## config.mk

```make
export PLATFORM = sky130hd
export DESIGN_NAME = smart_cargo_tx_pedido
export DESIGN_NICKNAME = d
export VERILOG_FILES = /design/src/rtl/smart_cargo_tx_pedido.sv
export SDC_FILE = /design/constraint.sdc
export NUM_CORES = 1
export LEC_CHECK = 0
export ABC_AREA = 1
export ABC_CLOCK_PERIOD_IN_PS = 4650
export CAP_MARGIN = 20
export CORE_MARGIN = 4
export CORE_UTILIZATION = 47
export CTS_BUF_LIST = sky130_fd_sc_hd__clkbuf_8
export DETAILED_ROUTE_END_ITERATION = 10
export PLACE_DENSITY = 0.67
export SLEW_MARGIN = 20
export SYNTH_ARGS = -nofsm -noshare
export SYNTH_HDL_FRONTEND = slang
export SYNTH_SLANG_ARGS = --single-unit
export TNS_END_PERCENT = 30
```

## constraint.sdc

```tcl
create_clock -name clock -period 4.65 [get_ports clock]
set_input_delay 0.6975 -clock clock [delete_from_list [all_inputs] [get_ports clock]]
set_output_delay 0.6975 -clock clock [all_outputs]
set_load 0.1 [all_outputs]
```

## src/rtl/smart_cargo_tx_pedido.sv

```systemverilog
// smart_cargo_tx_pedido: console-side 8N1 transmitter for SmartCargo requests.
// Requests {origem, destino, tipo} are queued in a small FIFO. Each one is packed
// into the byte {2'b00, tipo, destino, origem} and shifted out LSB first.
// Optional build macro SMART_CARGO_TX_VALIDA_EN: when defined, handshaked requests
// with tipo==0 or origem==destino are consumed and counted, but never queued.
module smart_cargo_tx_pedido #(
    parameter int unsigned CLKS_PER_BIT = 434,
    parameter int unsigned FIFO_LOG2    = 2
) (
    input  logic       clock,
    input  logic       reset,
    input  logic       pedido_valido,
    output logic       pedido_pronto,
    input  logic [1:0] origem,
    input  logic [1:0] destino,
    input  logic [1:0] tipo,
    output logic       TX,
    output logic       ocupado,
    output logic       fila_vazia,
    output logic       fila_cheia,
    output logic [7:0] descartados,
    output logic [2:0] db_estado
);

    localparam int unsigned DEPTH = 1 << FIFO_LOG2;
    localparam int unsigned CNT_W = FIFO_LOG2 + 1;
    localparam int unsigned TMR_W = $clog2(CLKS_PER_BIT);
    localparam int unsigned PAY_W = 6;
    localparam logic [TMR_W-1:0] TMR_LAST = TMR_W'(CLKS_PER_BIT - 1);

    localparam logic [2:0] S_IDLE  = 3'd0;
    localparam logic [2:0] S_LOAD  = 3'd1;
    localparam logic [2:0] S_START = 3'd2;
    localparam logic [2:0] S_DATA  = 3'd3;
    localparam logic [2:0] S_STOP  = 3'd4;

    logic [2:0]           state_q, state_d;
    logic [TMR_W-1:0]     tmr_q, tmr_d;
    logic [2:0]           idx_q, idx_d;
    logic [7:0]           shift_q, shift_d;
    logic                 tx_q, tx_d;
    logic                 ocup_q, ocup_d;
    logic [FIFO_LOG2-1:0] wr_ptr_q, wr_ptr_d;
    logic [FIFO_LOG2-1:0] rd_ptr_q, rd_ptr_d;
    logic [CNT_W-1:0]     count_q, count_d;
    logic                 vazia_q, vazia_d;
    logic                 cheia_q, cheia_d;
    logic                 pronto_q, pronto_d;
    logic [PAY_W-1:0]     mem [DEPTH];

    logic accept;
    logic reject;
    logic push;
    logic pop;

    assign accept = pedido_valido && pronto_q;

`ifdef SMART_CARGO_TX_VALIDA_EN
    logic [7:0] desc_q, desc_d;

    assign reject = (tipo == 2'b00) || (origem == destino);

    // Saturating count of consumed-but-rejected requests
    always_comb begin
        desc_d = desc_q;
        if (accept && reject && (desc_q != 8'hFF)) begin
            desc_d = desc_q + 8'd1;
        end
    end

    // Rejection counter register
    always_ff @(posedge clock) begin
        if (reset) begin
            desc_q <= 8'd0;
        end else begin
            desc_q <= desc_d;
        end
    end

    assign descartados = desc_q;
`else
    assign reject      = 1'b0;
    assign descartados = 8'd0;
`endif

    assign push = accept && !reject;

    // Next-state logic: serialiser FSM, FIFO bookkeeping and registered outputs
    always_comb begin
        state_d  = state_q;
        tmr_d    = tmr_q;
        idx_d    = idx_q;
        shift_d  = shift_q;
        wr_ptr_d = wr_ptr_q;
        rd_ptr_d = rd_ptr_q;
        count_d  = count_q;
        pop      = 1'b0;

        case (state_q)
            S_IDLE: begin
                tmr_d = '0;
                if (!vazia_q) begin
                    state_d = S_LOAD;
                end
            end
            S_LOAD: begin
                pop     = 1'b1;
                shift_d = {2'b00, mem[rd_ptr_q]};
                idx_d   = 3'd0;
                tmr_d   = '0;
                state_d = S_START;
            end
            S_START: begin
                if (tmr_q == TMR_LAST) begin
                    tmr_d   = '0;
                    state_d = S_DATA;
                end else begin
                    tmr_d = tmr_q + 1'b1;
                end
            end
            S_DATA: begin
                if (tmr_q == TMR_LAST) begin
                    tmr_d   = '0;
                    shift_d = shift_q >> 1;
                    if (idx_q == 3'd7) begin
                        state_d = S_STOP;
                    end else begin
                        idx_d = idx_q + 3'd1;
                    end
                end else begin
                    tmr_d = tmr_q + 1'b1;
                end
            end
            S_STOP: begin
                if (tmr_q == TMR_LAST) begin
                    tmr_d   = '0;
                    state_d = S_IDLE;
                end else begin
                    tmr_d = tmr_q + 1'b1;
                end
            end
            default: begin
                tmr_d   = '0;
                state_d = S_IDLE;
            end
        endcase

        if (push) begin
            wr_ptr_d = wr_ptr_q + 1'b1;
        end
        if (pop) begin
            rd_ptr_d = rd_ptr_q + 1'b1;
        end
        case ({push, pop})
            2'b10:   count_d = count_q + 1'b1;
            2'b01:   count_d = count_q - 1'b1;
            default: count_d = count_q;
        endcase

        vazia_d  = (count_d == '0);
        cheia_d  = (count_d == CNT_W'(DEPTH));
        pronto_d = !cheia_d;

        // Line level follows the state being entered so TX lines up with db_estado
        case (state_d)
            S_START: tx_d = 1'b0;
            S_DATA:  tx_d = shift_d[0];
            default: tx_d = 1'b1;
        endcase
        ocup_d = (state_d != S_IDLE);
    end

    // State and output registers
    always_ff @(posedge clock) begin
        if (reset) begin
            state_q  <= S_IDLE;
            tmr_q    <= '0;
            idx_q    <= 3'd0;
            shift_q  <= 8'd0;
            tx_q     <= 1'b1;
            ocup_q   <= 1'b0;
            wr_ptr_q <= '0;
            rd_ptr_q <= '0;
            count_q  <= '0;
            vazia_q  <= 1'b1;
            cheia_q  <= 1'b0;
            pronto_q <= 1'b1;
        end else begin
            state_q  <= state_d;
            tmr_q    <= tmr_d;
            idx_q    <= idx_d;
            shift_q  <= shift_d;
            tx_q     <= tx_d;
            ocup_q   <= ocup_d;
            wr_ptr_q <= wr_ptr_d;
            rd_ptr_q <= rd_ptr_d;
            count_q  <= count_d;
            vazia_q  <= vazia_d;
            cheia_q  <= cheia_d;
            pronto_q <= pronto_d;
        end
    end

    // FIFO storage; contents are don't-care until a pointer covers them
    always_ff @(posedge clock) begin
        if (push) begin
            mem[wr_ptr_q] <= {tipo, destino, origem};
        end
    end

    assign TX            = tx_q;
    assign ocupado       = ocup_q;
    assign fila_vazia    = vazia_q;
    assign fila_cheia    = cheia_q;
    assign pedido_pronto = pronto_q;
    assign db_estado     = state_q;

endmodule

```

==> Flow_metrics.wiki <==
{| class="wikitable"
! Metric !! Value
|-
| Run status || finished clean
|-
| Slew at the pin closest to its max-slew limit || a little under 1000 ps
|-
| Final setup violating endpoints || 0
|-
| Gates resized, CTS repair || 0
|-
| Switching part of the total power || between 30% and 40%
|-
| Total negative slack || 0 ps
|-
| Final #Nets || 350
|-
| Number of antenna violations at the first check in global routing || 0
|-
| Number of remaining DRC errors || 0
|-
| Diodes inserted || 0
|-
| Most frequent cells in the layout || sky130_fd_sc_hd__nand2_1 (64), sky130_fd_sc_hd__nor2_1 (55), sky130_fd_sc_hd__inv_1 (40)
|-
| Fin area || 3080 sq um
|-
| Wirelength per Cell || 11.5 um
|-
| Setup CP Type || reg -> out
|-
| Vias per inst || 4.72
|-
| Routed wire length || 4690 um
|-
| Hold Violations, Final || 0
|-
| Congestion Overflow GR || 0
|-
| Maximum number of pins on one net before global-route repair || 15
|-
| Achievable frequency || roughly 0.37 GHz
|-
| Number of buffers inserted during clock tree synthesis || 9
|-
| Mapped cell area || roughly 2700 sq um
|-
| Drt pass-1 iters || 5
|-
| Fillers || 504
|-
| Via count of the first global-routing pass || 1,881
|-
| Vias post-DR || between 1,500 and 2,000
|-
| Final clock period utilization by the worst path || 58.2%
|-
| Post-route total power || approximately 1.8 mW
|-
| Area of the die || 7000 sq um
|-
| Number of buffers and inverters on the critical path || 1
|-
| Area of the placeable core || 5540 sq um
|-
| Static leakage power || between 1 and 1.5 nW
|-
| Clock tree from TritonCTS || built
|-
| Clock Tree Buf Depth || 2
|-
| Die Ht || between 80 and 90 um
|-
| Clock skew after layout || 7.54 ps
|-
| Most common library cell in the layout ignoring fill and taps || sky130_fd_sc_hd__nand2_1
|-
| Clk pwr share || between 20% and 30%
|-
| Placed cell count || slightly below 400
|-
| Type of the most critical hold path || reg -> reg
|-
| Library cells used by synthesis || 29
|-
| Proportion of synthesized flip-flops having asynchronous set or reset || 0%
|-
| Min Clock Period, post-route || ~2700 ps
|-
| Floorplan row count || 27
|-
| Buffer count from post-CTS setup fixing || 0
|-
| Yosys synthesis warning count || 0
|-
| Sequential cell area || approximately 1400 sq um
|-
| Critical path data arrival time || between 2000 and 2500 ps
|-
| Fin. max-slew vios || 0
|-
| Standard cell with the maximum stage delay on the critical path || sky130_fd_sc_hd__clkdlybuf4s50_1
|-
| RSZ-0062 raised after global routing || no
|-
| Final core utilization || 55.6%
|-
| Initial standard-cell utilization of the core || 48.6%
|-
| Worst-path fanout max || 7
|-
| Hold slack || approximately 440 ps
|-
| Worst max-slew margin expressed relative to the limit || a little over a third
|-
| Number of synthesized register bits || 60
|-
| Worst-skew pair later-pin latency || 340 ps
|-
| Count of clock tree sinks || 60
|-
| H-tree depth || 3
|-
| Top delay family on crit path || buffers and inverters
|-
| Overall track demand over capacity in global routing || about 15%
|-
| Average cell area after synthesis || 8.65 sq um
|-
| First-pass GRT wire length || between 8000 and 9000 um
|-
| Leading register cell type out of synthesis || sky130_fd_sc_hd__dfxtp_1
|-
| Port Buf Inserts || 16
|-
| Critical path required time || slightly below 4000 ps
|-
| Cell Pwr Density || approximately 570 nW/um^2
|-
| Root Buffer || sky130_fd_sc_hd__clkbuf_8
|-
| Detailed Place HPWL || 3210 um
|-
| Number of flops mapped to enable cells by yosys || 24
|-
| Post-route setup slack || between 1500 and 2000 ps
|-
| Kind of end point of the critical path || output pin
|-
| Kind of start point of the critical path || flop
|-
| Worst path max stage delay || 1190 ps
|-
| RePlAce Congestion || a little over 0.8
|-
| Cell Chain, Critical Path || clkdlybuf4s50_1
|-
| Power Internal || between 1 and 1.5 mW
|-
| Multi-input gate area in the final layout || slightly above 1000 sq um
|-
| Antenna Nets Post-Route || 0
|-
| Chip Width || 83.7 um
|-
| I/O pin count || 25
|-
| Maximum vdd drop || about 0.28 mV
|-
| Number of DRC markers after the initial detailed-route iteration || 92
|-
| Reg power frac || approximately 39%
|-
| Final cell count without fillers || approximately 410
|-
| Pre-CTS setup slack || 1910 ps
|-
| Cell area after placement || 2860 sq um
|-
| Number of standard cells after synthesis || 311
|-
| Clock Pin Slew Worst Setup and Hold Paths || 70 ps
|-
| Number of violations of the max-capacitance limit || 0
|-
| Gate power share || a little under a third
|-
| Count of hold-fix buffers inserted at cts || 0
|-
| Reported net switching power || ~650 uW
|-
| Signed area change from the synthesized netlist to the final layout || 14.5%
|-
| Fraction of final layout cells with drive strength greater than 1 || around 7.1%
|-
| Sequential element share of the synthesized area || a little over half
|}
## power groups by stage
stage	Combinational, mW	Clock [mW]	Sequential, mW
floorplan	0.327	0	0.826
global placement	0.546	0	0.698
detailed placement	0.557	0	0.701
CTS	0.561	0.521	0.689
global route	0.620	0.545	0.699
finish	0.556	0.510	0.688
## path summary, 6_finish.rpt
check             depth (start not counted)                       end  slack [ps]                    start
setup / recovery                          1              db_estado[1]        1950  db_estado[1]$_SDFF_PP0_
setup reg to reg                         14  pedido_pronto$_SDFF_PP1_        2450  db_estado[2]$_SDFF_PP0_
hold reg to reg                           2   shift_q[6]$_SDFFE_PP0P_         440  shift_q[6]$_SDFFE_PP0P_
hold / removal                            2   shift_q[6]$_SDFFE_PP0P_         440  shift_q[6]$_SDFFE_PP0P_
## synthesized netlist by cell type, types with 2 or more instances
cell / n / area share (%)
sky130_fd_sc_hd__nand3_1: 15 / 2.8
sky130_fd_sc_hd__nor3_1: 2 / 0.37
sky130_fd_sc_hd__o21ai_0: 16 / 3.0
sky130_fd_sc_hd__ha_1: 9 / 4.2
sky130_fd_sc_hd__buf_4: 9 / 2.5
sky130_fd_sc_hd__nor2_2: 2 / 0.47
sky130_fd_sc_hd__nand2_4: 2 / 0.84
sky130_fd_sc_hd__buf_2: 3 / 0.56
sky130_fd_sc_hd__nand2_2: 2 / 0.47
sky130_fd_sc_hd__xor2_1: 6 / 2.0
sky130_fd_sc_hd__nand2_1: 64 / 8.9
sky130_fd_sc_hd__nor2_1: 55 / 7.7
sky130_fd_sc_hd__a21oi_1: 10 / 1.9
sky130_fd_sc_hd__edfxtp_1: 24 / 27
sky130_fd_sc_hd__inv_1: 39 / 5.4
sky130_fd_sc_hd__o21a_1: 2 / 0.56
sky130_fd_sc_hd__dfxtp_1: 36 / 27
sky130_fd_sc_hd__nand4_1: 4 / 0.93
## final cells by class
cell class / count / area share [%]
clock buffer: 10 / 4.47
timing repair buffer: 17 / 5.44
tap: 72 / 2.92
clock inverter: 6 / 2.60
inverter: 39 / 4.75
multi-input combinational: 204 / 33.0
sequential: 60 / 46.8
## logic make-up after synthesis
| logic type | share of synthesized area, % |
|---|---|
| xor+xnor | 2.28 |
| buf+inv | 9.58 |
| fa+ha+maj | 4.93 |
| simple gates | 23.3 |
| flops | 53.6 |
| other cells | 0.139 |
| compound gates | 6.14 |
## per-layer routing
metal / global-route usage [%] / vias up / wire [um]
met5: 0 / - / 0
met1: 17.2 / 866 / 2160
met4: 7.60 / 0 / 97
li1: - / 1014 / -
met2: 23.8 / 40 / 2210
met3: 4.54 / 6 / 224
## registers in the layout, summed over array words and instances, names as in the netlist, named ones only
| signal | count |
|---|---|
| mem | 24 |
| tmr_q | 9 |
| shift_q | 7 |
| count_q | 3 |
| db_estado | 3 |
| idx_q | 3 |
| rd_ptr_q | 2 |
| wr_ptr_q | 2 |
| TX | 1 |
| fila_cheia | 1 |
| fila_vazia | 1 |
| ocupado | 1 |
| pedido_pronto | 1 |
No activity file was read; power rests on OpenSTA's default activity.
